File: src/rtl/rtc_bus_arbiter.sv
// rtl/rtc_bus_arbiter.sv - round-robin arbiter sharing one RTC register-access engine between three requesters
module rtc_bus_arbiter #(
    parameter int NREQ    = 3,
    parameter int TIMEOUT = 1024
) (
    input  logic                clk,
    input  logic                reset,
    input  logic [NREQ-1:0]     req,
    input  logic [NREQ-1:0]     wr,
    input  logic [8*NREQ-1:0]   addr_in,
    input  logic [8*NREQ-1:0]   wdata_in,
    output logic [NREQ-1:0]     ack,
    output logic [NREQ-1:0]     err,
    output logic [7:0]          rdata_out,
    output logic [NREQ-1:0]     grant,
    output logic                busy,
    output logic                bus_start,
    output logic                bus_wr,
    output logic [7:0]          bus_addr,
    output logic [7:0]          bus_wdata,
    input  logic                bus_fin,
    input  logic [7:0]          bus_rdata
);

    typedef enum logic [1:0] {S_IDLE, S_BUSY, S_ACK} state_t;

    state_t            state_q, state_d;
    logic [1:0]        ptr_q, ptr_d;
    logic [15:0]       cnt_q, cnt_d;
    logic [NREQ-1:0]   ack_q, ack_d, err_q, err_d, grant_q, grant_d;
    logic [7:0]        rdata_q, rdata_d, addr_q, addr_d, wdata_q, wdata_d;
    logic              busy_q, busy_d, start_q, start_d, wr_q, wr_d;

    logic              win_found;
    logic [1:0]        win_idx;
    logic [1:0]        cand;

    // Scan ptr, ptr+1, ptr+2 (mod NREQ); first requester found wins.
    always_comb begin
        win_found = 1'b0;
        win_idx   = 2'd0;
        cand      = 2'd0;
        for (int k = 0; k < NREQ; k++) begin
            cand = 2'((int'(ptr_q) + k) % NREQ);
            if (!win_found && req[cand]) begin
                win_found = 1'b1;
                win_idx   = cand;
            end
        end
    end

    always_comb begin
        state_d = state_q;
        ptr_d   = ptr_q;
        cnt_d   = cnt_q;
        ack_d   = '0;
        err_d   = '0;
        grant_d = grant_q;
        rdata_d = rdata_q;
        addr_d  = addr_q;
        wdata_d = wdata_q;
        wr_d    = wr_q;
        busy_d  = busy_q;
        start_d = start_q;
        case (state_q)
            S_IDLE: begin
                if (win_found) begin
                    wr_d    = wr[win_idx];
                    addr_d  = addr_in[{win_idx, 3'b000} +: 8];
                    wdata_d = wdata_in[{win_idx, 3'b000} +: 8];
                    grant_d = {{(NREQ-1){1'b0}}, 1'b1} << win_idx;
                    start_d = 1'b1;
                    busy_d  = 1'b1;
                    cnt_d   = '0;
                    state_d = S_BUSY;
                end
            end
            S_BUSY: begin
                // A finish strobe on the last allowed cycle still counts as success.
                if (bus_fin) begin
                    start_d = 1'b0;
                    rdata_d = wr_q ? 8'h00 : bus_rdata;
                    ack_d   = grant_q;
                    state_d = S_ACK;
                end else if (cnt_q == 16'(TIMEOUT - 1)) begin
                    start_d = 1'b0;
                    rdata_d = 8'h00;
                    ack_d   = grant_q;
                    err_d   = grant_q;
                    state_d = S_ACK;
                end else begin
                    cnt_d = cnt_q + 16'd1;
                end
            end
            S_ACK: begin
                rdata_d = 8'h00;
                grant_d = '0;
                addr_d  = 8'h00;
                wdata_d = 8'h00;
                wr_d    = 1'b0;
                busy_d  = 1'b0;
                ptr_d   = grant_q[0] ? 2'd1 : (grant_q[1] ? 2'd2 : 2'd0);
                state_d = S_IDLE;
            end
            default: state_d = S_IDLE;
        endcase
    end

    always_ff @(posedge clk) begin
        if (reset) begin
            state_q <= S_IDLE;
            ptr_q   <= 2'd0;
            cnt_q   <= '0;
            ack_q   <= '0;
            err_q   <= '0;
            grant_q <= '0;
            rdata_q <= 8'h00;
            addr_q  <= 8'h00;
            wdata_q <= 8'h00;
            wr_q    <= 1'b0;
            busy_q  <= 1'b0;
            start_q <= 1'b0;
        end else begin
            state_q <= state_d;
            ptr_q   <= ptr_d;
            cnt_q   <= cnt_d;
            ack_q   <= ack_d;
            err_q   <= err_d;
            grant_q <= grant_d;
            rdata_q <= rdata_d;
            addr_q  <= addr_d;
            wdata_q <= wdata_d;
            wr_q    <= wr_d;
            busy_q  <= busy_d;
            start_q <= start_d;
        end
    end

    assign ack       = ack_q;
    assign err       = err_q;
    assign rdata_out = rdata_q;
    assign grant     = grant_q;
    assign busy      = busy_q;
    assign bus_start = start_q;
    assign bus_wr    = wr_q;
    assign bus_addr  = addr_q;
    assign bus_wdata = wdata_q;

endmodule

File: config.mk
export PLATFORM = sky130hd
export DESIGN_NAME = rtc_bus_arbiter
export DESIGN_NICKNAME = d
export VERILOG_FILES = /design/src/rtl/rtc_bus_arbiter.sv
export SDC_FILE = /design/constraint.sdc
export NUM_CORES = 1
export LEC_CHECK = 0
export CORE_MARGIN = 2
export CORE_UTILIZATION = 45
export DETAILED_ROUTE_END_ITERATION = 16
export PLACE_DENSITY = 0.8
export SLEW_MARGIN = 40
export SYNTH_ARGS = -nofsm -noshare
export SYNTH_HDL_FRONTEND = slang
export SYNTH_SLANG_ARGS = --single-unit
File: constraint.sdc
create_clock -name clk -period 3 [get_ports clk]
set_input_delay 0.6 -clock clk [delete_from_list [all_inputs] [get_ports clk]]
set_output_delay 0.6 -clock clk [all_outputs]
set_load 0.005 [all_outputs]
==> results of run 1 <==
==> synthesized netlist by cell type, types with 4 or more instances <==
cell type   n
a32oi_1     7
buf_4       4
mux2i_1    20
nand2_1    32
o21ai_1    10
and2_1     27
a21oi_1     7
nor2_1     31
dfxtp_1    56
xor2_1     11
buf_2       4
nor3_1      4
o211a_1    17
clkbuf_1   13
nand3_1     9
inv_1       7
o21ai_0    28
ha_1        5
a22oi_1    18
==> kinds of logic after synthesis <==
family,count (synthesis)
compound gates,102
mux,23
fa+ha+maj,5
flops,56
simple gates,130
buf+inv,30
xor+xnor,14
==> stage by stage <==
| step | utilization | power, µW | hold slack [ns] |
|---|---|---|---|
| final | 0.6428 | 1766 | 0.4561 |
| after global routing | 0.6428 | 1842 | 0.4867 |
| after CTS | 0.6417 | 1766 | 0.4587 |
| after detailed placement | 0.6237 | 1258 | 0.4449 |
| after global placement | 0.6237 | 1248 | 0.4352 |
| after floorplan | - | 1030 | 0.4425 |
==> power groups by stage <==
stage / Combinational [µW] / Sequential, µW / Clock (µW)
finish: 423 / 823 / 519
global route: 460 / 829 / 554
CTS: 422 / 822 / 522
detailed placement: 421 / 838 / 0
global placement: 410 / 838 / 0
floorplan: 194 / 836 / 0
==> how the worst max path moves through the flow <==
stage,from,to,slack (ns)
2_1_floorplan,ptr_q[0],bus_addr[1],0.77
3_3_place_gp,req[2],bus_addr[7],0.29
3_5_place_dp,req[2],bus_wdata[0],0.16
4_1_cts,ptr_q[0],bus_wdata[1],0.42
5_1_grt,ptr_q[0],bus_addr[0],0.25
6_report,ptr_q[0],bus_wdata[0],0.40
==> flip-flops by register name, summed over array words and instances, names as in the netlist <==
register	flops
rdata_out	8
bus_start	1
bus_wdata	8
ack	3
bus_wr	1
bus_addr	8
err	3
ptr_q	2
busy	1
grant	3
state_q	2
cnt_q	16
==> worst max-delay path, cell delays in order, from the launching register on <==
cell	delay, ns
dfxtp_1	0.39
inv_1	0.08
ha_1	0.46
mux2i_1	0.32
o22ai_2	0.17
nor3b_2	0.28
buf_4	0.33
mux2i_1	0.24
o211a_1	0.16
o21ai_0	0.07
==> cell type report <==
cell class                      instances  share of cell area
Clock buffer                            6             0.01912
Clock inverter                          2            0.008980
Inverter                                7            0.006083
Multi-Input combinational cell        274              0.4258
Sequential cell                        56              0.2596
Tap cell                               80             0.02317
Timing Repair Buffer                  113              0.2572
==> per-layer routing <==
layer  track usage  routed length (µm)
met5             0                   0
met4       0.05824                 146
met3       0.04076                 396
met2        0.3754                4069
met1        0.2887                3704
==> flow_summary_export.csv, run 1 <==
group,metric,value,unit
placement,gp_congestion,0.8432,
logic_synthesis,synth_top_family_by_area,"compound AO/OA/AOI/OAI gates",
logic_synthesis,ys_top_cells_by_area,"dfxtp_1, mux2i_1, o211a_1, and2_1, o21ai_0",
die,ios,101,
route,via_per_inst,5.522,
placement,placed_area,4190,µm²
cts,clock-sinks,56,
critical_path,r2r-start,"ptr_q[0]",
cells_and_area,final_cell_mix,"clkdlybuf4s50_1, dfxtp_1, nand2_1",
logic_synthesis,synth-compound-area-share,0.2339,
logic_synthesis,async_flop_share,0,
route,wire_per_inst,15.46,µm
logic_synthesis,syn_area,3103,µm²
sta,slew_viol_final,0,
logic_synthesis,synth_area_leader_cell,"dfxtp_1",
die,initial_core_util,0.4618,
sta,worstMarginPinSlew,0.7417,ns
route,drc,0,
cts,clock_latency,0.30,ns
sta,setup_viol,0,
critical_path,path_class,"reg -> reg",
die,dieArea,7576,µm²
grt,grt_pass1_vias,2889,
grt,grt_pass1_wl,13.51,mm
job,cap_violations,0,
grt,track_usage,0.2213,
cells_and_area,layout_commonest_cell,"clkdlybuf4s50_1",
die,row_count,30,
route,wl,8.317,mm
cts,root_buffer,"clkbuf_8",
cells_and_area,fillCellCount,560,
route,drt-pass1-iter-count,4,
grt,grt_max_degree,35,
hold_path,hold_class,"reg -> reg",
critical_path,cp-end-kind,"flop",
logic_synthesis,synthMuxAreaShare,0.07903,
critical_path,reg2reg_to,"bus_wdata[0]",
sta,rsz0062_at_grt,"false",
placement,dp_slack,0.1566,ns
logic_synthesis,yosys.area_share.simple,0.2185,
placement,portBuffers,100,
cts,postCtsHoldBufs,0,
sta,hold_viol_final,0,
logic_synthesis,avgSynthCellArea,8.619,µm²
pwr,p_int,1306,µW
cts,cts_max_level,2,
critical_path,required,3.20,ns
logic_synthesis,synth_fp_nets,430,
die,core_area,6719,µm²
critical_path,critical_path_peak_fanout,15,
placement,dp_hpwl,5.969,mm
critical_path,reg2reg_slack,0.40,ns
cts,cts_tree,"built",
sta,max_clock_freq,385.2,MHz
hold_path,min_path_cells,2,
sta,fin_ws,0.4038,ns
hold_path,min_from,"bus_wdata[6]",
cells_and_area,final_area,4319,µm²
sta,period_needed,2.596,ns
cells_and_area,final_net_count,527,
critical_path,reg2regPathDepth,9,
outcome,status,"completed",
pwr,comb_power_share,0.240,
logic_synthesis,synth_fa_ha_area_frac,0.02016,
cts,clkTransAtPathRegs,0.10,ns
logic_synthesis,synth_top_area_frac,0.3613,
logic_synthesis,yosysUniqueCellTypes,53,
die,dieHeight,87.04,µm
cts,post_cts_resized,0,
sta,setup_tns,0,ns
critical_path,cp.arrival,2.79,ns
pwr,power_frac_clock,0.294,
cells_and_area,fin_cells,538,
pwr,ir_worst_vdd,0.2448,mV
logic_synthesis,synth-edff-count,0,
cts,numCtsBuffers,5,
route,final_antenna_net_count,0,
logic_synthesis,ys_seq_area_frac,0.3613,
placement,dp_cells,529,
logic_synthesis,synth_xor_xnor_area_share,0.03952,
pwr,p_sw,459.9,µW
critical_path,start_kind,"flop",
cells_and_area,drive_above_1_share,0.08079,
sta,skew,0.003637,ns
logic_synthesis,ys_warn_count,0,
sta,slew_headroom,0.5055,
logic_synthesis,ys_seq_elements,56,
grt,grt-ovfl-total,0,
die,dieWidth,87.04,µm
cells_and_area,antenna_cells,0,
pwr,p_leak,0.001601,µW
sta,period_share,0.8654,
cells_and_area,seqCellArea,1121,µm²
cts,post_cts_buffers,0,
logic_synthesis,ys_dominant_reg_cell,"dfxtp_1",
cells_and_area,area_delta_synth_final,39.19,%
hold_path,holdPathEnd,"bus_wdata[6]",
grt,grt_antenna_before_repair,0,
pwr,p_seq_frac,0.466,
pwr,power_density,408.8,nW/µm²
cells_and_area,multiInputGateArea,1839,µm²
route,num_vias,2971,
pwr,switching_share,0.2604,
logic_synthesis,synth_cells,360,
cts,clockBufferDepth,2,
route,drt_iter0_markers,170,
Power figures use the tool's default switching activity.
==> run 2, diff against run 1 <==
Settings changed: PLACE_DENSITY 0.8 to 0.78, RECOVER_POWER set to 25.
==> run 2 against run 1 <==
Utilization shrank 0.76 points. Register-to-register slack is essentially flat. Cell count shrank 0.37%. Clock power shrank 24%. Largest power group unchanged. Flip-flop and latch count is the same.
==> flow_summary_export.csv, run 2 (synthesis results as in run 1) <==
group,metric,value,unit
outcome,status,"completed",
die,dieWidth,87.04,µm
cells_and_area,final_net_count,526,
sta,setup_viol,0,
sta,fin_ws,0.4010,ns
cells_and_area,fillCellCount,571,
sta,slew_headroom,0.3336,
critical_path,required,3.23,ns
cells_and_area,final_cell_mix,"clkdlybuf4s50_1, dfxtp_1, nand2_1",
critical_path,critPathMaxStageDelay,0.62,ns
critical_path,critical_path_peak_fanout,17,
sta,period_share,0.8663,
route,final_antenna_net_count,0,
route,drt_iter0_markers,201,
placement,dp_hpwl,5.839,mm
grt,grt_pass1_vias,2822,
route,num_vias,2957,
sta,worstMarginPinSlew,0.9995,ns
cts,cts_tree,"built",
cts,post_cts_buffers,0,
cells_and_area,area_delta_synth_final,37.54,%
cts,clkTransAtPathRegs,0.10,ns
die,initial_core_util,0.4618,
die,dieHeight,87.04,µm
sta,skew,0.006792,ns
die,dieArea,7576,µm²
route,wire_per_inst,15.08,µm
cts,cts_max_level,2,
grt,grt-ovfl-total,0,
cells_and_area,regMostFlops,"cnt_q",
die,row_count,30,
sta,max_clock_freq,384.8,MHz
cells_and_area,drive_above_1_share,0.07456,
route,drt-pass1-iter-count,4,
hold_path,hold_class,"reg -> reg",
critical_path,crit_top_cell,"o21ai_0",
pwr,power_density,381.1,nW/µm²
cts,postCtsHoldBufs,0,
grt,grt_max_degree,36,
cts,root_buffer,"clkbuf_8",
cts,clockBufferDepth,2,
grt,grt_pass1_wl,13.05,mm
placement,gp_congestion,0.8371,
placement,portBuffers,100,
cts,post_cts_resized,0,
route,wl,8.082,mm
sta,slew_viol_final,0,
critical_path,cp.arrival,2.83,ns
sta,whs,0.4554,ns
cts,clock_latency,0.31,ns
sta,rsz0062_at_grt,"false",
critical_path,start_kind,"flop",
cts,numCtsBuffers,5,
die,core_area,6719,µm²
job,cap_violations,0,
critical_path,critPathSlowestCell,"nor4_4",
pwr,p_leak,0.001633,µW
sta,period_needed,2.599,ns
route,drc,0,
die,ios,101,
route,via_per_inst,5.517,
critical_path,path_class,"reg -> reg",
sta,setup_tns,0,ns
grt,grt_antenna_before_repair,0,
cells_and_area,antenna_cells,0,
pwr,ir_worst_vdd,0.2529,mV
cts,clock-sinks,56,
critical_path,cp-end-kind,"flop",
sta,hold_viol_final,0,
critical_path,crit_family,"simple AND/OR/NAND/NOR gates",
placement,dp_slack,0.2337,ns
cells_and_area,layout_commonest_cell,"clkdlybuf4s50_1",
cells_and_area,largest_register_ff_count,16,
grt,track_usage,0.2153,
critical_path,path_cells,"inv_1 > ha_1 > mux2i_1 > o22ai_2 > nor3_1 > nor4_4 > o21ai_0 > o21ai_0",
critical_path,path_buf_inv,1,
run 2: changes by cell type in the layout (fill, tap and decap cells not counted):
cell	delta
clkbuf_1	+1
clkinv_2	+1
bufinv_16	-1
clkinvlp_4	+1
buf_4	-2
clkinv_4	-1
clkdlybuf4s50_1	-22
dlygate4sd3_1	+22
clkbuf_8	-1
run 2: worst paths after layout:
kind	from	to	slack (ns)	cells after the start
worst min register to register	bus_addr[1]	bus_addr[1]	0.46	2
worst max register to register	ptr_q[0]	bus_addr[0]	0.40	8
worst min-delay path	bus_addr[1]	bus_addr[1]	0.46	2
worst max-delay path	ptr_q[0]	bus_addr[0]	0.40	8
run 2: metrics by stage:
step           cell area (µm²)  total power [µW]  std cells    util
2_1_floorplan             3103              1030        360       -
3_3_place_gp              4190              1249        529  0.6237
3_5_place_dp              4190              1257        529  0.6237
4_1_cts                   4272              1643        536  0.6358
5_1_grt                   4268              1702        536  0.6352
6_report                  4268              1627        536  0.6352
run 2: where the power goes:
part	leakage [µW]	internal [µW]	total, µW	switching (µW)
Combinational	0.00114	233	413	179
Clock	0.0000400	159	393	234
Sequential	0.000456	789	821	32.2
run 2: metal layers:
layer / global-route usage / part of all wire / vias up
met1: 0.2809 / 0.46 / 1378
met4: 0.07386 / 0.022 / 0
li1: - / - / 1477
met5: 0 / 0 / -
met2: 0.3518 / 0.48 / 87
met3: 0.04645 / 0.043 / 15
run 2: worst reg2reg max path: stages, from the launching register on:
cell and delay, ns:
dfxtp_1 0.39, inv_1 0.08, ha_1 0.46, mux2i_1 0.16, o22ai_2 0.28, nor3_1 0.13, nor4_4 0.62, o21ai_0 0.21
o21ai_0 0.20
run 2: cell type report:
| cell class | count | area, µm² | share of cell area |
|---|---|---|---|
| Timing Repair Buffer | 112 | 1100 | 0.2577 |
| Sequential cell | 56 | 1121 | 0.2627 |
| Clock inverter | 2 | 12.51 | 0.002932 |
| Tap cell | 80 | 100.1 | 0.02345 |
| Multi-Input combinational cell | 274 | 1839 | 0.4310 |
| Clock buffer | 5 | 68.82 | 0.01612 |
| Inverter | 7 | 26.28 | 0.006157 |
==> run 3, diff against run 2 <==
Settings changed: PLACE_DENSITY 0.78 to unset, PLACE_DENSITY_LB_ADDON set to 0.08.
==> run 3 against run 2 <==
Cell count rose by 0.56%. Largest power group unchanged. Power rose by 0.93%. Via count rose by 0.34%. Worst setup slack improved by 0.069 ns. Combinational power barely moved.
==> flow_summary_export.csv, run 3 (synthesis results as in run 1) <==
group,metric,value,unit
outcome,status,"completed",
critical_path,path_cells,"inv_1 > ha_1 > nand2_1 > nor2_1 > a32o_1 > a22oi_1 > o211a_1 > o21ai_0",
sta,worstMarginPinSlew,0.7770,ns
critical_path,reg2reg_slack,0.47,ns
critical_path,path_buf_inv,1,
sta,period_needed,2.530,ns
route,drt-pass1-iter-count,4,
route,wire_per_inst,14.88,µm
cells_and_area,final_net_count,528,
grt,grt_pass1_vias,2807,
sta,period_share,0.8434,
sta,slew_headroom,0.4820,
die,core_area,6719,µm²
critical_path,reg2regPathDepth,8,
cts,cts_tree,"built",
critical_path,cp-end-kind,"flop",
cells_and_area,regMostFlops,"cnt_q",
route,final_antenna_net_count,0,
hold_path,holdPathEnd,"bus_addr[4]",
die,row_count,30,
cells_and_area,antenna_cells,0,
route,drc,0,
critical_path,cp.arrival,2.76,ns
grt,grt_antenna_before_repair,0,
critical_path,critical_path_peak_fanout,17,
sta,setup_tns,0,ns
sta,hold_viol_final,0,
die,dieWidth,87.04,µm
placement,portBuffers,100,
job,cap_violations,0,
grt,grt_max_degree,23,
sta,slew_viol_final,0,
cts,post_cts_resized,0,
cells_and_area,layout_commonest_cell,"clkdlybuf4s50_1",
cts,cts_max_level,2,
die,dieHeight,87.04,µm
cells_and_area,area_delta_synth_final,37.90,%
cts,clkTransAtPathRegs,0.10,ns
critical_path,critPathSlowestCell,"a32o_1",
sta,skew,0.004318,ns
cts,root_buffer,"clkbuf_8",
critical_path,r2r-start,"ptr_q[0]",
route,wl,8.020,mm
sta,setup_viol,0,
die,initial_core_util,0.4618,
cells_and_area,largest_register_ff_count,16,
grt,grt_pass1_wl,13.27,mm
cts,clock_latency,0.30,ns
cells_and_area,fillCellCount,616,
critical_path,critPathMaxStageDelay,0.71,ns
route,drt_iter0_markers,122,
grt,grt-ovfl-total,0,
placement,dp_hpwl,5.737,mm
hold_path,min_from,"bus_addr[4]",
critical_path,crit_family,"compound AO/OA/AOI/OAI gates",
pwr,ir_worst_vdd,0.2948,mV
pwr,power_density,383.7,nW/µm²
placement,gp_congestion,0.8930,
critical_path,reg2reg_to,"bus_wdata[2]",
cts,postCtsHoldBufs,0,
cts,numCtsBuffers,5,
cells_and_area,final_area,4279,µm²
route,via_per_inst,5.505,
hold_path,hold_class,"reg -> reg",
die,ios,101,
critical_path,required,3.23,ns
die,dieArea,7576,µm²
cells_and_area,final_cell_mix,"clkdlybuf4s50_1, dfxtp_1, nand2_1",
cells_and_area,drive_above_1_share,0.08061,
hold_path,min_path_cells,2,
route,num_vias,2967,
critical_path,start_kind,"flop",
cts,clock-sinks,56,
placement,placed_area,4185,µm²
sta,max_clock_freq,395.2,MHz
sta,rsz0062_at_grt,"false",
cts,post_cts_buffers,0,
grt,track_usage,0.2150,
critical_path,path_class,"reg -> reg",
pwr,p_leak,0.001644,µW
cts,clockBufferDepth,2,
-- run 3: cell types whose count changed in the layout (fill, tap and decap cells not counted) --
cell	before	now
buf_12	1	0
clkinvlp_4	1	0
clkdlybuf4s50_1	78	79
dlygate4sd3_1	22	21
inv_6	0	1
buf_4	10	14
-- run 3: area by class of cell --
cell class	instances	area, µm²	share of cell area
inverters	7	26.28	0.006140
repair buffers	114	1106	0.2585
well taps	80	100.1	0.02339
clock buffers	6	72.57	0.01696
flip-flops and latches	56	1121	0.2620
multi-input cells	274	1839	0.4298
clock inverters	2	13.76	0.003216
-- run 3: power breakdown --
part           internal [µW]  leakage (µW)  switching (µW)
Clock                    167     0.0000456             244
Combinational            234       0.00114             177
Sequential               789      0.000456            31.1
-- run 3: metrics by stage --
| step | hold slack (ns) | total power, µW | cells | utilization | setup slack, ns |
|---|---|---|---|---|---|
| 2_1_floorplan | 0.4425 | 1030 | 360 | - | 0.7685 |
| 3_3_place_gp | 0.4350 | 1250 | 530 | 0.6229 | 0.1913 |
| 3_5_place_dp | 0.4440 | 1255 | 530 | 0.6229 | 0.1184 |
| 4_1_cts | 0.4566 | 1669 | 538 | 0.6358 | 0.3960 |
| 5_1_grt | 0.4683 | 1726 | 539 | 0.6369 | 0.2623 |
| 6_report | 0.4487 | 1642 | 539 | 0.6369 | 0.4698 |
-- run 3: worst max path at each step --
stage,startpoint,endpoint,cells after the start
6_report,ptr_q[0],bus_wdata[2],8
5_1_grt,ptr_q[0],bus_wdata[0],8
4_1_cts,ptr_q[0],bus_wdata[4],8
3_5_place_dp,req[2],bus_wdata[3],7
3_3_place_gp,req[2],bus_addr[4],7
2_1_floorplan,ptr_q[0],bus_addr[1],11
-- run 3: metal layers --
layer | wire, µm | vias to the layer above | track usage
met5 | 0 | - | 0
met4 | 76 | 0 | 0.05398
met3 | 519 | 6 | 0.04455
met2 | 3589 | 99 | 0.3359
met1 | 3835 | 1378 | 0.3031
li1 | - | 1484 | -
-- run 3: worst reg2reg max path, delay by kind of cell, from the launching register on --
kind                     cells  cell delay [ns]
adder cells (fa/ha/maj)      1             0.45
AND/OR/NAND/NOR              2             0.30
buffers and inverters        1             0.08
flip-flops                   1             0.39
AO/OA/AOI/OAI                4             1.25
